===== src/rtl/cke_multi_generator_if.sv =====
`default_nettype none
// ============================================================================
// Module      : cke_multi_generator_if
// Description : Bundle of per-channel control inputs and clock-enable outputs
//               shared between the clock-enable generator and its user.
// Revision    : 1.0 - initial release
// ============================================================================
interface cke_multi_generator_if #(
  parameter int pChannels  = 4,
  parameter int pDivWidth  = 16,
  parameter int pPostWidth = 8
);
  logic [pChannels*pDivWidth-1:0]  iDiv;
  logic [pChannels*pPostWidth-1:0] iPost;
  logic [pChannels-1:0]            iEn;
  logic [pChannels-1:0]            iOneShot;
  logic                            iSync;
  logic [pChannels-1:0]            oCke;
  logic [pChannels-1:0]            oSq;
  logic [pChannels-1:0]            oDone;

  // User side: drives the controls, observes the enables.
  modport master (
    output iDiv, iPost, iEn, iOneShot, iSync,
    input  oCke, oSq, oDone
  );

  // Generator side.
  modport slave (
    input  iDiv, iPost, iEn, iOneShot, iSync,
    output oCke, oSq, oDone
  );
endinterface
`default_nettype wire


===== src/rtl/cke_multi_generator.sv =====
`default_nettype none
// ============================================================================
// Module      : cke_multi_generator
// Description : pChannels independent clock-enable generators. Each channel
//               runs a prescale counter and a post counter; every
//               (iDiv+1)*(iPost+1) RUN cycles it emits a one-cycle enable,
//               toggles a square wave and, in one-shot mode, halts.
// Revision    : 1.0 - initial release
// ============================================================================
module cke_multi_generator #(
  parameter int pChannels  = 4,
  parameter int pDivWidth  = 16,
  parameter int pPostWidth = 8
) (
  input  logic                  iSysClk,
  input  logic                  iSysRst,
  cke_multi_generator_if.slave  io_bus
);

  typedef enum logic [1:0] {
    ST_IDLE = 2'd0,
    ST_RUN  = 2'd1,
    ST_HALT = 2'd2
  } state_t;

  logic [pChannels-1:0] w_cke;
  logic [pChannels-1:0] w_sq;
  logic [pChannels-1:0] w_done;

  for (genvar n = 0; n < pChannels; n++) begin : g_chan
    state_t                r_state;
    logic [pDivWidth-1:0]  r_dc;
    logic [pPostWidth-1:0] r_pc;
    logic                  r_cke;
    logic                  r_sq;
    logic                  r_done;
    logic [pDivWidth-1:0]  w_div;
    logic [pPostWidth-1:0] w_post;
    logic                  w_tick;
    logic                  w_term;

    // Terminal values are taken live each cycle; >= lets a lowered divisor
    // end the current count immediately instead of wrapping.
    assign w_div  = io_bus.iDiv[n*pDivWidth +: pDivWidth];
    assign w_post = io_bus.iPost[n*pPostWidth +: pPostWidth];
    assign w_tick = (r_state == ST_RUN) && io_bus.iEn[n] && (r_dc >= w_div);
    assign w_term = w_tick && (r_pc >= w_post);

    // Channel state machine, counters and registered outputs.
    always_ff @(posedge iSysClk) begin
      if (iSysRst) begin
        r_state <= ST_IDLE;
        r_dc    <= '0;
        r_pc    <= '0;
        r_cke   <= 1'b0;
        r_sq    <= 1'b0;
        r_done  <= 1'b0;
      end else if (io_bus.iSync) begin
        // Restart: enabled channels re-enter RUN with cleared counters so
        // every channel's next pulse is one full period after the sync.
        r_dc    <= '0;
        r_pc    <= '0;
        r_cke   <= 1'b0;
        r_sq    <= 1'b0;
        r_done  <= 1'b0;
        r_state <= ((r_state != ST_HALT) && io_bus.iEn[n]) ? ST_RUN : ST_IDLE;
      end else begin
        r_cke <= 1'b0;
        case (r_state)
          ST_IDLE: begin
            r_dc <= '0;
            r_pc <= '0;
            if (io_bus.iEn[n]) begin
              r_state <= ST_RUN;
            end
          end
          ST_RUN: begin
            if (!io_bus.iEn[n]) begin
              r_state <= ST_IDLE;
              r_dc    <= '0;
              r_pc    <= '0;
            end else begin
              if (w_tick) begin
                r_dc <= '0;
                r_pc <= w_term ? '0 : r_pc + 1'b1;
              end else begin
                r_dc <= r_dc + 1'b1;
              end
              if (w_term) begin
                r_cke <= 1'b1;
                r_sq  <= ~r_sq;
                // Mode is looked at only here, so a change mid-run applies
                // from the next terminal event onwards.
                if (io_bus.iOneShot[n]) begin
                  r_state <= ST_HALT;
                  r_done  <= 1'b1;
                end
              end
            end
          end
          ST_HALT: begin
            r_dc <= '0;
            r_pc <= '0;
            if (!io_bus.iEn[n]) begin
              r_state <= ST_IDLE;
              r_done  <= 1'b0;
            end
          end
          default: begin
            r_state <= ST_IDLE;
            r_dc    <= '0;
            r_pc    <= '0;
          end
        endcase
      end
    end

    assign w_cke[n]  = r_cke;
    assign w_sq[n]   = r_sq;
    assign w_done[n] = r_done;
  end

  assign io_bus.oCke  = w_cke;
  assign io_bus.oSq   = w_sq;
  assign io_bus.oDone = w_done;

endmodule
`default_nettype wire


===== src/flat_wrapper.sv =====
// flat-port wrapper written by rule: the top's interface ports become plain ports
module cke_multi_generator_flat 
#(
  parameter int pChannels  = 4,
  parameter int pDivWidth  = 16,
  parameter int pPostWidth = 8
)
  (iSysClk, iSysRst, io_bus_iDiv, io_bus_iPost, io_bus_iEn, io_bus_iOneShot, io_bus_iSync, io_bus_oCke, io_bus_oSq, io_bus_oDone);
  cke_multi_generator_if #(.pChannels(pChannels), .pDivWidth(pDivWidth), .pPostWidth(pPostWidth)) io_bus_i ();
  input  logic iSysClk;
  input  logic iSysRst;
  input wire logic [$bits(io_bus_i.iDiv)-1:0] io_bus_iDiv;
  input wire logic [$bits(io_bus_i.iPost)-1:0] io_bus_iPost;
  input wire logic [$bits(io_bus_i.iEn)-1:0] io_bus_iEn;
  input wire logic [$bits(io_bus_i.iOneShot)-1:0] io_bus_iOneShot;
  input wire logic [$bits(io_bus_i.iSync)-1:0] io_bus_iSync;
  output wire logic [$bits(io_bus_i.oCke)-1:0] io_bus_oCke;
  output wire logic [$bits(io_bus_i.oSq)-1:0] io_bus_oSq;
  output wire logic [$bits(io_bus_i.oDone)-1:0] io_bus_oDone;
  assign io_bus_i.iDiv = io_bus_iDiv;
  assign io_bus_i.iPost = io_bus_iPost;
  assign io_bus_i.iEn = io_bus_iEn;
  assign io_bus_i.iOneShot = io_bus_iOneShot;
  assign io_bus_i.iSync = io_bus_iSync;
  assign io_bus_oCke = io_bus_i.oCke;
  assign io_bus_oSq = io_bus_i.oSq;
  assign io_bus_oDone = io_bus_i.oDone;
  cke_multi_generator #(.pChannels(pChannels), .pDivWidth(pDivWidth), .pPostWidth(pPostWidth)) u_core (.iSysClk(iSysClk), .iSysRst(iSysRst), .io_bus(io_bus_i));
endmodule

===== config.mk =====
export PLATFORM = sky130hd
export DESIGN_NAME = cke_multi_generator_flat
export DESIGN_NICKNAME = d
export VERILOG_FILES = /design/src/rtl/cke_multi_generator_if.sv /design/src/rtl/cke_multi_generator.sv /design/src/flat_wrapper.sv
export SDC_FILE = /design/constraint.sdc
export NUM_CORES = 1
export LEC_CHECK = 0
export BUFFER_PORTS_ARGS = -buffer_cell sky130_fd_sc_hd__buf_2
export CAP_MARGIN = 5
export CELL_PAD_IN_SITES_DETAIL_PLACEMENT = 1
export CELL_PAD_IN_SITES_GLOBAL_PLACEMENT = 1
export CORE_ASPECT_RATIO = 1.2
export CORE_MARGIN = 2
export CORE_UTILIZATION = 39
export DETAILED_ROUTE_END_ITERATION = 10
export HOLD_SLACK_MARGIN = 0.03
export MAX_ROUTING_LAYER = met4
export PLACE_DENSITY = 0.9
export SYNTH_ARGS = -nofsm -noshare
export SYNTH_HDL_FRONTEND = slang
export SYNTH_SLANG_ARGS = --single-unit
export TNS_END_PERCENT = 1

===== constraint.sdc =====
create_clock -name iSysClk -period 2.3 [get_ports iSysClk]
set_input_delay 0.115 -clock iSysClk [delete_from_list [all_inputs] [get_ports iSysClk]]
set_output_delay 0.115 -clock iSysClk [all_outputs]
set_load 0.03 [all_outputs]

==> impl_results.md <==
* Grt ovf at 0
* DR DRC count at 0
* Initial antenna violation count at 2
* CP Max Fanout at 4
* Drt first-iter violations at 304
* Core ar. at 0.0195 mm2
* Worst vdd ir at a little under 0.0005 V
* Data arrival, critical path at about 2.7 ns
* Mux contribution to synthesized area at 0.664%
* Setup Skew at 0.0110 ns
* Worst r2r src: u_core.g_chan[2].r_pc[0]$_SDFFE_PP0P_
* Port Buf Inserts at about 120
* Post-synthesis sequential area ratio at roughly 30%
* Cell accounting for the most synthesized area: dfxtp_1
* Synth Area in XOR/XNOR at 6.46%
* Clk Latency, worst-skew pair at 0.43 ns
* Max-Cap Viols at 0
* CP endpoint kind: register
* Main combinational cell family by area after synthesis: simple AND/OR/NAND/NOR gates
* Synth async-reset ratio at 0%
* Worst Min Path Start: io_bus_iOneShot[1]
* Startpoint types: register
* PwrDens at 517 mW/mm2
* Vias per cell at 5.33
* Hold Path Class: input pin to register
* Syn. warnings at 0
* Number of instances in the placed design at 1338
* Setup Viol. Count Final at 2
* CTS H-tree depth at 4
* 1st-pass router iterations at 4
* Area contributors post-synth: dfxtp_1 30%, ha_1 17%, inv_1 5.5%
* Syn Nets at 1161
* Initial core utilization at about 40%
* Routed WL at 21.7 mm
* RSZ-0062 raised after global routing: yes
* Die ar. at 0.0210 mm2
* Clock Pin Slew Worst Setup and Hold Paths at 0.06 ns
* Sink Count at 116
* Pre-CTS WS at -0.103 ns
* Yosys cell types at 61
* Slew HR at 53.9%
* Yosys reg bits at 116
* Share of post-route cells with drive strength above 1 at 20.1%
* Final period util at 101%
* Final WS setup at -0.0306 ns
* Critical path class: register to register
* Post-DP HPWL at between 15 and 20 mm
* Num CTS Buffers at 17
* CTS tree: yes
* Post-synth top flop: dfxtp_1
* Post-synth EDFFs at 0
* Ports at 119
* Antenna Nets Post-Route at 0
* Net count reported at finish at 1315
* Synthesized-area fraction occupied by adder cells at 16.8%
* Gpl congestion at 0.809
* Largest net degree at the start of global routing at 17
* Synth Area in Compound Gates at 17.0%
* Die Ht at 158 um
* DIE WIDTH at 133 um
* Vias in the first global route at approximately 8000
* Via count at 7354
* Average size of a mapped cell at 8.14 um2
* Post-Synthesis Cells at 950
* Leak at between 0.004 and 0.005 uW
* Post-Syn Area at 0.00773 mm2
* Clk root buf: clkbuf_16
* Pins Over Slew Limit at 0
* Hold Path Stages at 4
* Longest Clk Path Bufs at 2
* DR WL/cell at approximately 16 um
* First-pass GRT wire length at 36.4 mm
* Failing checks: negative setup slack
* Least-Margin Pin Slew at 0.691 ns
* Non-filler cells, final at about 1400
* Worst EP required at roughly 2.6 ns
* Final min period at 2.33 ns
* Synth top cells by count: 116 x dfxtp_1, 114 x inv_1, 104 x ha_1, 101 x nor2_1, 80 x nand2_1
* Fin. Hold Viols at 0
* Register-to-Register Path Depth at 8
* Worst setup startpoint: u_core.g_chan[2].r_pc[0]$_SDFFE_PP0P_
* Max Freq at 429 MHz
* Dominant cell by count in the synthesized netlist: dfxtp_1
* Status: complete, but fails checks
* GRT Util Overall at a little over a fifth
* Synth top area share at between 30% and 40%
* P&R area growth vs syn at 22.9%
* Simple-gate share of the synthesized area at 21.1%
* Row cnt at 56
==> state kept, by name (all words and copies together) (netlist names) <==
name,flops
u_core.g_chan.r_dc,64
u_core.g_chan.r_pc,32
u_core.g_chan.r_state,8
u_core.g_chan.r_cke,4
u_core.g_chan.r_done,4
u_core.g_chan.r_sq,4
==> metrics by stage <==
stage / utilization [%] / total power [uW] / cell area [um2] / setup TNS (ns) / hold WS, ns
after floorplan: - / 2230 / 7730 / 0 / 0.184
after global placement: 45.1 / 2370 / 8780 / 0 / 0.347
after detailed placement: 45.1 / 2400 / 8780 / -1.07 / 0.350
after CTS: 48.4 / 4950 / 9430 / 0 / 0.0486
after global routing: 48.8 / 5110 / 9500 / -0.820 / 0.0871
final: 48.8 / 4910 / 9500 / -0.0332 / 0.0559
==> layer usage <==
metal | GRT usage [%] | vias up | share of wire [%]
li1 | - | 3637 | -
met1 | 22.8 | 3541 | 42
met2 | 40.9 | 132 | 53
met3 | 3.49 | 44 | 2.7
met4 | 8.65 | 0 | 2.1
met5 | - | - | 0
==> worst max-delay path, stage by stage, from the launching register on <==
cell	delay, ns
dfxtp_1	0.36
inv_1	0.08
ha_1	0.26
nand2b_1	0.14
a21oi_1	0.19
o21ai_0	0.18
a221o_1	0.37
or4_1	0.48
a31oi_1	0.19
==> cell families (layout without fill, tap and decap cells) <==
| logic type | after synthesis | in the layout |
|---|---|---|
| AND/OR/NAND/NOR | 336 | 336 |
| AO/OA/AOI/OAI | 187 | 187 |
| adder cells (fa/ha/maj) | 104 | 104 |
| flip-flops | 116 | 116 |
| XOR/XNOR | 57 | 57 |
| buffers and inverters | 145 | 312 |
| other | 0 | 2 |
| multiplexers | 5 | 5 |
==> layout make-up <==
class / count / area, um2
fillers: 2395 / 9980
flip-flops and latches: 116 / 2320
well taps: 261 / 327
clock buffers: 17 / 425
repair buffers: 166 / 980
diodes: 2 / 5.00
clock inverters: 15 / 133
inverters: 114 / 428
multi-input cells: 689 / 4880
==> final timing paths <==
path / slack (ns) / end
worst min register to register: 0.47 / u_core.g_chan[0].r_dc[0]$_SDFF_PP0_
worst max-delay path: -0.03 / u_core.g_chan[2].r_pc[3]$_SDFFE_PP0P_
worst min-delay path: 0.06 / u_core.g_chan[1].r_done$_SDFFE_PP0P_
worst max register to register: -0.03 / u_core.g_chan[2].r_pc[3]$_SDFFE_PP0P_
==> cells in the final DEF (no fill, tap or decap), types with 21 or more instances in the layout <==
cell,instances
nand4_1,29
buf_2,118
a21oi_1,46
nor2_1,101
ha_1,104
o21ai_0,21
dfxtp_1,116
buf_4,41
xor2_1,37
nand2_1,80
inv_1,114
nand3_1,36
==> timing repair <==
action | 4_1_cts | 5_1_grt
endpoints found under the hold margin | 4 | 0
hold buffers | 5 | 0
gates resized for setup | 5 | 14
endpoints found under the setup margin | 22 | 71
pin swaps | 2 | 7
setup buffers | 2 | 1
==> power by group <==
part / total, uW / switching, uW / internal, uW
Sequential: 2020 / 5.77 / 2010
Clock: 2540 / 1060 / 1490
Combinational: 346 / 183 / 163
Power figures use the tool's default switching activity.
